==> src/rtl/hazard_pkg.sv <==
`default_nettype none
// ============================================================
// hazard_pkg : shared types and control constants for the hazard unit
// Rev 1.0
// ============================================================
package hazard_pkg;

  typedef enum logic [0:0] {
    RUN     = 1'b0,
    MD_BUSY = 1'b1
  } hazard_state_t;

  localparam int MD_LATENCY_DEF = 4;
  localparam int CNT_W_DEF      = 32;

  typedef struct packed {
    logic pc_write;
    logic if_id_write;
    logic id_ex_write;
    logic if_id_flush;
    logic id_ex_flush;
    logic ex_mem_flush;
  } hazard_ctl_t;

  localparam hazard_ctl_t CTL_NORMAL = '{pc_write: 1'b1, if_id_write: 1'b1, id_ex_write: 1'b1,
                                         if_id_flush: 1'b0, id_ex_flush: 1'b0, ex_mem_flush: 1'b0};
  localparam hazard_ctl_t CTL_RESET = '{pc_write: 1'b0, if_id_write: 1'b0, id_ex_write: 1'b0,
                                        if_id_flush: 1'b1, id_ex_flush: 1'b1, ex_mem_flush: 1'b1};
  localparam hazard_ctl_t CTL_LOAD_BUBBLE = '{pc_write: 1'b0, if_id_write: 1'b0, id_ex_write: 1'b1,
                                              if_id_flush: 1'b0, id_ex_flush: 1'b1, ex_mem_flush: 1'b0};
  localparam hazard_ctl_t CTL_MD_HOLD = '{pc_write: 1'b0, if_id_write: 1'b0, id_ex_write: 1'b0,
                                          if_id_flush: 1'b0, id_ex_flush: 1'b0, ex_mem_flush: 1'b1};
  localparam hazard_ctl_t CTL_BRANCH_FLUSH = '{pc_write: 1'b1, if_id_write: 1'b1, id_ex_write: 1'b1,
                                               if_id_flush: 1'b1, id_ex_flush: 1'b1, ex_mem_flush: 1'b0};

endpackage
`default_nettype wire

==> src/rtl/hazard_control_unit_sat_counter.sv <==
`default_nettype none
// ============================================================
// sat_counter : CNT_W-bit saturating event counter, async active-low clear
// Rev 1.0
// ============================================================
module sat_counter #(
  parameter int CNT_W = 32
) (
  input  logic             clk,
  input  logic             rst_n,
  input  logic             i_inc,
  output logic [CNT_W-1:0] o_count
);

  logic [CNT_W-1:0] r_count;

  always_ff @(posedge clk or negedge rst_n) begin
    if (!rst_n) begin
      r_count <= '0;
    end else if (i_inc && (r_count != {CNT_W{1'b1}})) begin
      r_count <= r_count + CNT_W'(1);
    end
  end

  assign o_count = r_count;

endmodule
`default_nettype wire

==> src/rtl/hazard_control_unit.sv <==
`default_nettype none
// ============================================================
// hazard_control_unit : load-use bubble, branch flush and MUL/DIV hold control
// Rev 1.0
// ============================================================
module hazard_control_unit
  import hazard_pkg::*;
#(
  parameter int MD_LATENCY = MD_LATENCY_DEF,
  parameter int CNT_W      = CNT_W_DEF
) (
  input  logic             clk,
  input  logic             rst_n,
  input  logic [4:0]       IF_ID_Rs1,
  input  logic [4:0]       IF_ID_Rs2,
  input  logic [4:0]       ID_EX_Rd,
  input  logic             ID_EX_MemRead,
  input  logic             ID_EX_MulDiv,
  input  logic             branch_taken,
  output logic             PCWrite,
  output logic             IF_ID_Write,
  output logic             ID_EX_Write,
  output logic             IF_ID_Flush,
  output logic             ID_EX_Flush,
  output logic             EX_MEM_Flush,
  output logic             md_busy,
  output logic [CNT_W-1:0] stall_count,
  output logic [CNT_W-1:0] flush_count
);

  localparam int MD_CNT_W = $clog2(MD_LATENCY) + 1;
  localparam int MD_LOAD  = (MD_LATENCY > 2) ? (MD_LATENCY - 2) : 0;
  localparam bit MD_EN    = (MD_LATENCY > 1);
  localparam bit MD_MULTI = (MD_LATENCY > 2);

  hazard_state_t       r_state;
  hazard_state_t       w_state_nxt;
  logic [MD_CNT_W-1:0] r_md_cnt;
  logic [MD_CNT_W-1:0] w_md_cnt_nxt;
  hazard_ctl_t         w_ctl;
  logic                w_md_busy;
  logic                w_load_use;
  logic                w_md_start;
  logic                w_stall_inc;
  logic                w_flush_inc;

  assign w_load_use = ID_EX_MemRead && (ID_EX_Rd != 5'd0) &&
                      ((ID_EX_Rd == IF_ID_Rs1) || (ID_EX_Rd == IF_ID_Rs2));
  assign w_md_start = ID_EX_MulDiv && MD_EN;

  always_ff @(posedge clk or negedge rst_n) begin
    if (!rst_n) begin
      r_state  <= RUN;
      r_md_cnt <= '0;
    end else begin
      r_state  <= w_state_nxt;
      r_md_cnt <= w_md_cnt_nxt;
    end
  end

  // r_md_cnt holds the MD_BUSY cycles still to come, including the current one;
  // the start cycle itself is the first of the MD_LATENCY-1 hold cycles.
  always_comb begin
    w_state_nxt  = r_state;
    w_md_cnt_nxt = r_md_cnt;
    w_ctl        = CTL_NORMAL;
    w_md_busy    = 1'b0;
    w_flush_inc  = 1'b0;
    if (!rst_n) begin
      w_ctl = CTL_RESET;
    end else begin
      case (r_state)
        RUN: begin
          if (branch_taken) begin
            w_ctl       = CTL_BRANCH_FLUSH;
            w_flush_inc = 1'b1;
          end else if (w_md_start) begin
            w_ctl     = CTL_MD_HOLD;
            w_md_busy = 1'b1;
            if (MD_MULTI) begin
              w_state_nxt  = MD_BUSY;
              w_md_cnt_nxt = MD_CNT_W'(MD_LOAD);
            end
          end else if (w_load_use) begin
            w_ctl = CTL_LOAD_BUBBLE;
          end
        end
        MD_BUSY: begin
          w_ctl        = CTL_MD_HOLD;
          w_md_busy    = 1'b1;
          w_md_cnt_nxt = r_md_cnt - MD_CNT_W'(1);
          if (r_md_cnt <= MD_CNT_W'(1)) begin
            w_state_nxt = RUN;
          end
        end
        default: begin
          w_state_nxt = RUN;
        end
      endcase
    end
  end

  assign w_stall_inc = !w_ctl.pc_write;

  assign PCWrite      = w_ctl.pc_write;
  assign IF_ID_Write  = w_ctl.if_id_write;
  assign ID_EX_Write  = w_ctl.id_ex_write;
  assign IF_ID_Flush  = w_ctl.if_id_flush;
  assign ID_EX_Flush  = w_ctl.id_ex_flush;
  assign EX_MEM_Flush = w_ctl.ex_mem_flush;
  assign md_busy      = w_md_busy;

  sat_counter #(.CNT_W(CNT_W)) u_stall_cnt (
    .clk     (clk),
    .rst_n   (rst_n),
    .i_inc   (w_stall_inc),
    .o_count (stall_count)
  );

  sat_counter #(.CNT_W(CNT_W)) u_flush_cnt (
    .clk     (clk),
    .rst_n   (rst_n),
    .i_inc   (w_flush_inc),
    .o_count (flush_count)
  );

endmodule
`default_nettype wire
==> config.mk <==
export PLATFORM = sky130hd
export DESIGN_NAME = hazard_control_unit
export DESIGN_NICKNAME = d
export VERILOG_FILES = /design/src/rtl/hazard_pkg.sv /design/src/rtl/hazard_control_unit_sat_counter.sv /design/src/rtl/hazard_control_unit.sv
export SDC_FILE = /design/constraint.sdc
export NUM_CORES = 1
export LEC_CHECK = 0
export BUFFER_PORTS_ARGS = -buffer_cell sky130_fd_sc_hd__buf_4
export CORE_ASPECT_RATIO = 1.75
export CORE_MARGIN = 3
export CORE_UTILIZATION = 30
export DETAILED_ROUTE_END_ITERATION = 8
export SLEW_MARGIN = 20
export SYNTH_ARGS = -nofsm -noshare
export SYNTH_HDL_FRONTEND = slang
export SYNTH_SLANG_ARGS = --single-unit
==> constraint.sdc <==
create_clock -name clk -period 3.2 [get_ports clk]
set_clock_uncertainty 0.05 [all_clocks]
set_input_delay 0.32 -clock clk [delete_from_list [all_inputs] [get_ports clk]]
set_output_delay 0.32 -clock clk [all_outputs]
set_load 0.01 [all_outputs]
==> results.json <==
{
  "drv.max_cap_violation_count": 0,
  "half_perimeter_wire_length_after_detailed_placement_um": 6360,
  "synth.lib_cells_used.distinct": 35,
  "routed-via-count": 2645,
  "final_layout_size_suffix_gt1_share_pct": 27.8,
  "drt_iter0_markers": 115,
  "status": "completed",
  "cp_max_fo": 14,
  "grt_first_pass_wirelength_um": 13800,
  "grt_antenna_before_repair": 0,
  "dpl_cell_area_um2": 4120,
  "final_cell_count_no_fill": 544,
  "leakage_uw": 0.00209,
  "number_of_buffers_inserted_during_clock_tree_synthesis": 9,
  "min_period_over_period_pct": 84.6,
  "die-height_um": 145,
  "avg_inst_size_synth_um2": 10.6,
  "grt_remaining_overflow": 0,
  "synth-main-ff-cell": "sky130_fd_sc_hd__dfrtp_1",
  "cts_root_buf": "sky130_fd_sc_hd__clkbuf_16",
  "clk_pin_slew_worst_paths_ns": 0.05,
  "design.core.area_um2": 10700,
  "synthesis.instances": 310,
  "finalInstanceArea_um2": 4440,
  "critical_path_class": "in -> out",
  "postCtsSetupRepairBufs": 0,
  "worst_slew_margin_rel_pct": 46.3,
  "gr_util_all_layers_pct": 14.3,
  "power.ir.vdd_worst_uv": 470,
  "max_freq_mhz": 369,
  "maxSlewViolCount": 0,
  "synth-seq-cells": 68,
  "maximum_number_of_pins_on_one_net_before_global_route_repair": 65,
  "grt_setup_unrepaired": "no",
  "worstSetupStartpointType": "input pin",
  "clock_insertion_delay_worst_skew_ns": 0.33,
  "finalSetupTns_ns": 0,
  "num_rows": 50,
  "vias_per_cell": 4.86,
  "critical_path.endpoint_type": "output pin",
  "final-setup-viol-count": 0,
  "post-place-cells": 527,
  "ant_nets": 0,
  "grt_use_met2_pct": 25.9,
  "timing_worst_slew_pin_value_ns": 0.798,
  "floorplan.die_area_um2": 12300,
  "crit_required_ns": 2.83,
  "synth_fp_nets": 333,
  "postSynth.asyncResetShare_pct": 100,
  "number_of_warning_messages_in_the_yosys_log": 0,
  "num-fill-cells": 1036,
  "power.density_nw_per_um2": 599,
  "drt-total-wl_um": 8320,
  "die_width_um": 85.3,
  "hold_class": "in -> reg",
  "route.detailed.drc": 0,
  "globalRouteMet1Util_pct": 15.4,
  "yosysSeqAreaShare_pct": 51.6,
  "final_nets": 432,
  "worstPathArrival_ns": 2.34,
  "clock_tree_from_tritoncts": "yes",
  "timing.final.hold_violations": 0,
  "global_route.peak_usage_layer": "met2",
  "number_of_diodes": 0,
  "route.detailed.wl_per_inst_um": 15.3,
  "htree_num_levels": 3,
  "io-pin-count": 91,
  "synth_enable_flop_cells": 0,
  "grt_pass1_vias": 2772,
  "area_delta_synth_final_pct": 34.6,
  "most_frequently_used_cell_type_in_the_post_synthesis_netlist": "sky130_fd_sc_hd__dfrtp_1",
  "dr.pass1.iters": 4,
  "synth_area_leaders": "sky130_fd_sc_hd__dfrtp_1 (52%), sky130_fd_sc_hd__xnor2_1 (15%), sky130_fd_sc_hd__nand4_1 (5.1%)",
  "synthesis.area_um2": 3300,
  "port-buffer-count": 90,
  "groute.layer.met3.usage_pct": 4.25,
  "cts.path.max_buffers": 2,
  "synth.top_cell.area_share_pct": 51.6,
  "initial_utilization_pct": 30.8,
  "cell_taking_the_most_area_after_synthesis": "sky130_fd_sc_hd__dfrtp_1",
  "post_cts_sizing": 0,
  "numClockSinks": 68,
  "yosys-top-cells-count": "sky130_fd_sc_hd__dfrtp_1 (68), sky130_fd_sc_hd__xnor2_1 (58), sky130_fd_sc_hd__nand3_1 (32)",
  "gp_congestion": 0.787,
  "final_period_minus_worst_setup_slack_ns": 2.71
}
## layout make-up
| class | instances | area (um2) | area share, % |
|---|---|---|---|
| well taps | 130 | 163 | 3.67 |
| flip-flops and latches | 68 | 1700 | 38.3 |
| multi-input cells | 229 | 1530 | 34.5 |
| clock inverters | 5 | 58.8 | 1.33 |
| inverters | 8 | 30.0 | 0.677 |
| clock buffers | 11 | 253 | 5.69 |
| repair buffers | 93 | 701 | 15.8 |
## worst paths after layout
check	startpoint	end	slack [ns]	cells after the start
setup / recovery	rst_n	PCWrite	0.49	6
hold / removal	ID_EX_MulDiv	r_state$_DFFE_PN0P_	0.22	3
setup reg to reg	u_stall_cnt.o_count[0]$_DFFE_PN0P_	u_stall_cnt.o_count[1]$_DFFE_PN0P_	0.65	8
hold reg to reg	u_flush_cnt.o_count[6]$_DFFE_PN0P_	u_flush_cnt.o_count[6]$_DFFE_PN0P_	0.45	1
max in group asynchronous	rst_n	u_flush_cnt.o_count[31]$_DFFE_PN0P_	1.72	3
min in group asynchronous	rst_n	r_md_cnt[2]$_DFFE_PN0P_	0.36	2
## logic make-up (layout without fill, tap and decap cells)
| logic type | count (synthesis) | in the layout | synth area share (%) |
|---|---|---|---|
| AO/OA/AOI/OAI | 13 | 13 | 2.39 |
| XOR/XNOR | 72 | 72 | 19.1 |
| adder cells (fa/ha/maj) | 3 | 3 | 1.14 |
| buffers and inverters | 13 | 117 | 2.12 |
| flip-flops | 68 | 68 | 51.6 |
| multiplexers | 3 | 3 | 0.986 |
| AND/OR/NAND/NOR | 138 | 138 | 22.6 |
## per-layer routing
| metal | share of wire [%] | vias to the layer above |
|---|---|---|
| met5 | 0 | - |
| met2 | 55 | 62 |
| met3 | 5.4 | 12 |
| met4 | 2.1 | 0 |
| met1 | 37 | 1294 |
| li1 | - | 1277 |
## flip-flops by register name, summed over array words and instances, names as in the netlist
register             count
u_stall_cnt.o_count     32
u_flush_cnt.o_count     32
r_md_cnt                 3
r_state                  1
## critical path, cell delays in order
cell and delay, ns:
sky130_fd_sc_hd__dlygate4sd3_1 0.57, sky130_fd_sc_hd__buf_4 0.20, sky130_fd_sc_hd__nor3b_1 0.48, sky130_fd_sc_hd__a21oi_1 0.17, sky130_fd_sc_hd__a31oi_1 0.38, sky130_fd_sc_hd__buf_4 0.21
## power by group
part | switching [uW] | total (uW) | internal (uW)
Sequential | 138 | 1100 | 963
Combinational | 273 | 537 | 264
Clock | 375 | 1020 | 647
Total | 786 | 2660 | 1870
## layout by cell type (no fill, tap or decap), types with 3 or more instances in the layout
cell type	instances
sky130_fd_sc_hd__clkbuf_16	9
sky130_fd_sc_hd__a31oi_1	3
sky130_fd_sc_hd__and4_1	3
sky130_fd_sc_hd__xnor2_1	58
sky130_fd_sc_hd__inv_1	8
sky130_fd_sc_hd__dfrtp_1	68
sky130_fd_sc_hd__a21oi_1	3
sky130_fd_sc_hd__nor2_1	24
sky130_fd_sc_hd__nand2_1	18
sky130_fd_sc_hd__buf_4	92
sky130_fd_sc_hd__o21ai_0	3
sky130_fd_sc_hd__xor2_1	14
sky130_fd_sc_hd__ha_1	3
sky130_fd_sc_hd__and3_1	15
sky130_fd_sc_hd__nor3_1	4
sky130_fd_sc_hd__nand3_1	32
sky130_fd_sc_hd__nand4_1	27
## stage by stage
stage                     total power, uW  hold WS [ns]  worst slack (ns)  util, %
after floorplan                      1390       -0.0256              1.01        -
after global placement               1630         0.100             0.780     38.5
after detailed placement             1660         0.104             0.661     38.5
after CTS                            2700         0.216             0.477     41.5
after global routing                 2810         0.241             0.374     41.5
final                                2660         0.219             0.494     41.5
## timing repair
| item | in CTS | in global routing |
|---|---|---|
| endpoints found under the setup margin | 0 | 0 |
| hold buffers | 1 | 0 |
| endpoints found under the hold margin | 4 | 0 |
No activity file was read; power rests on OpenSTA's default activity.
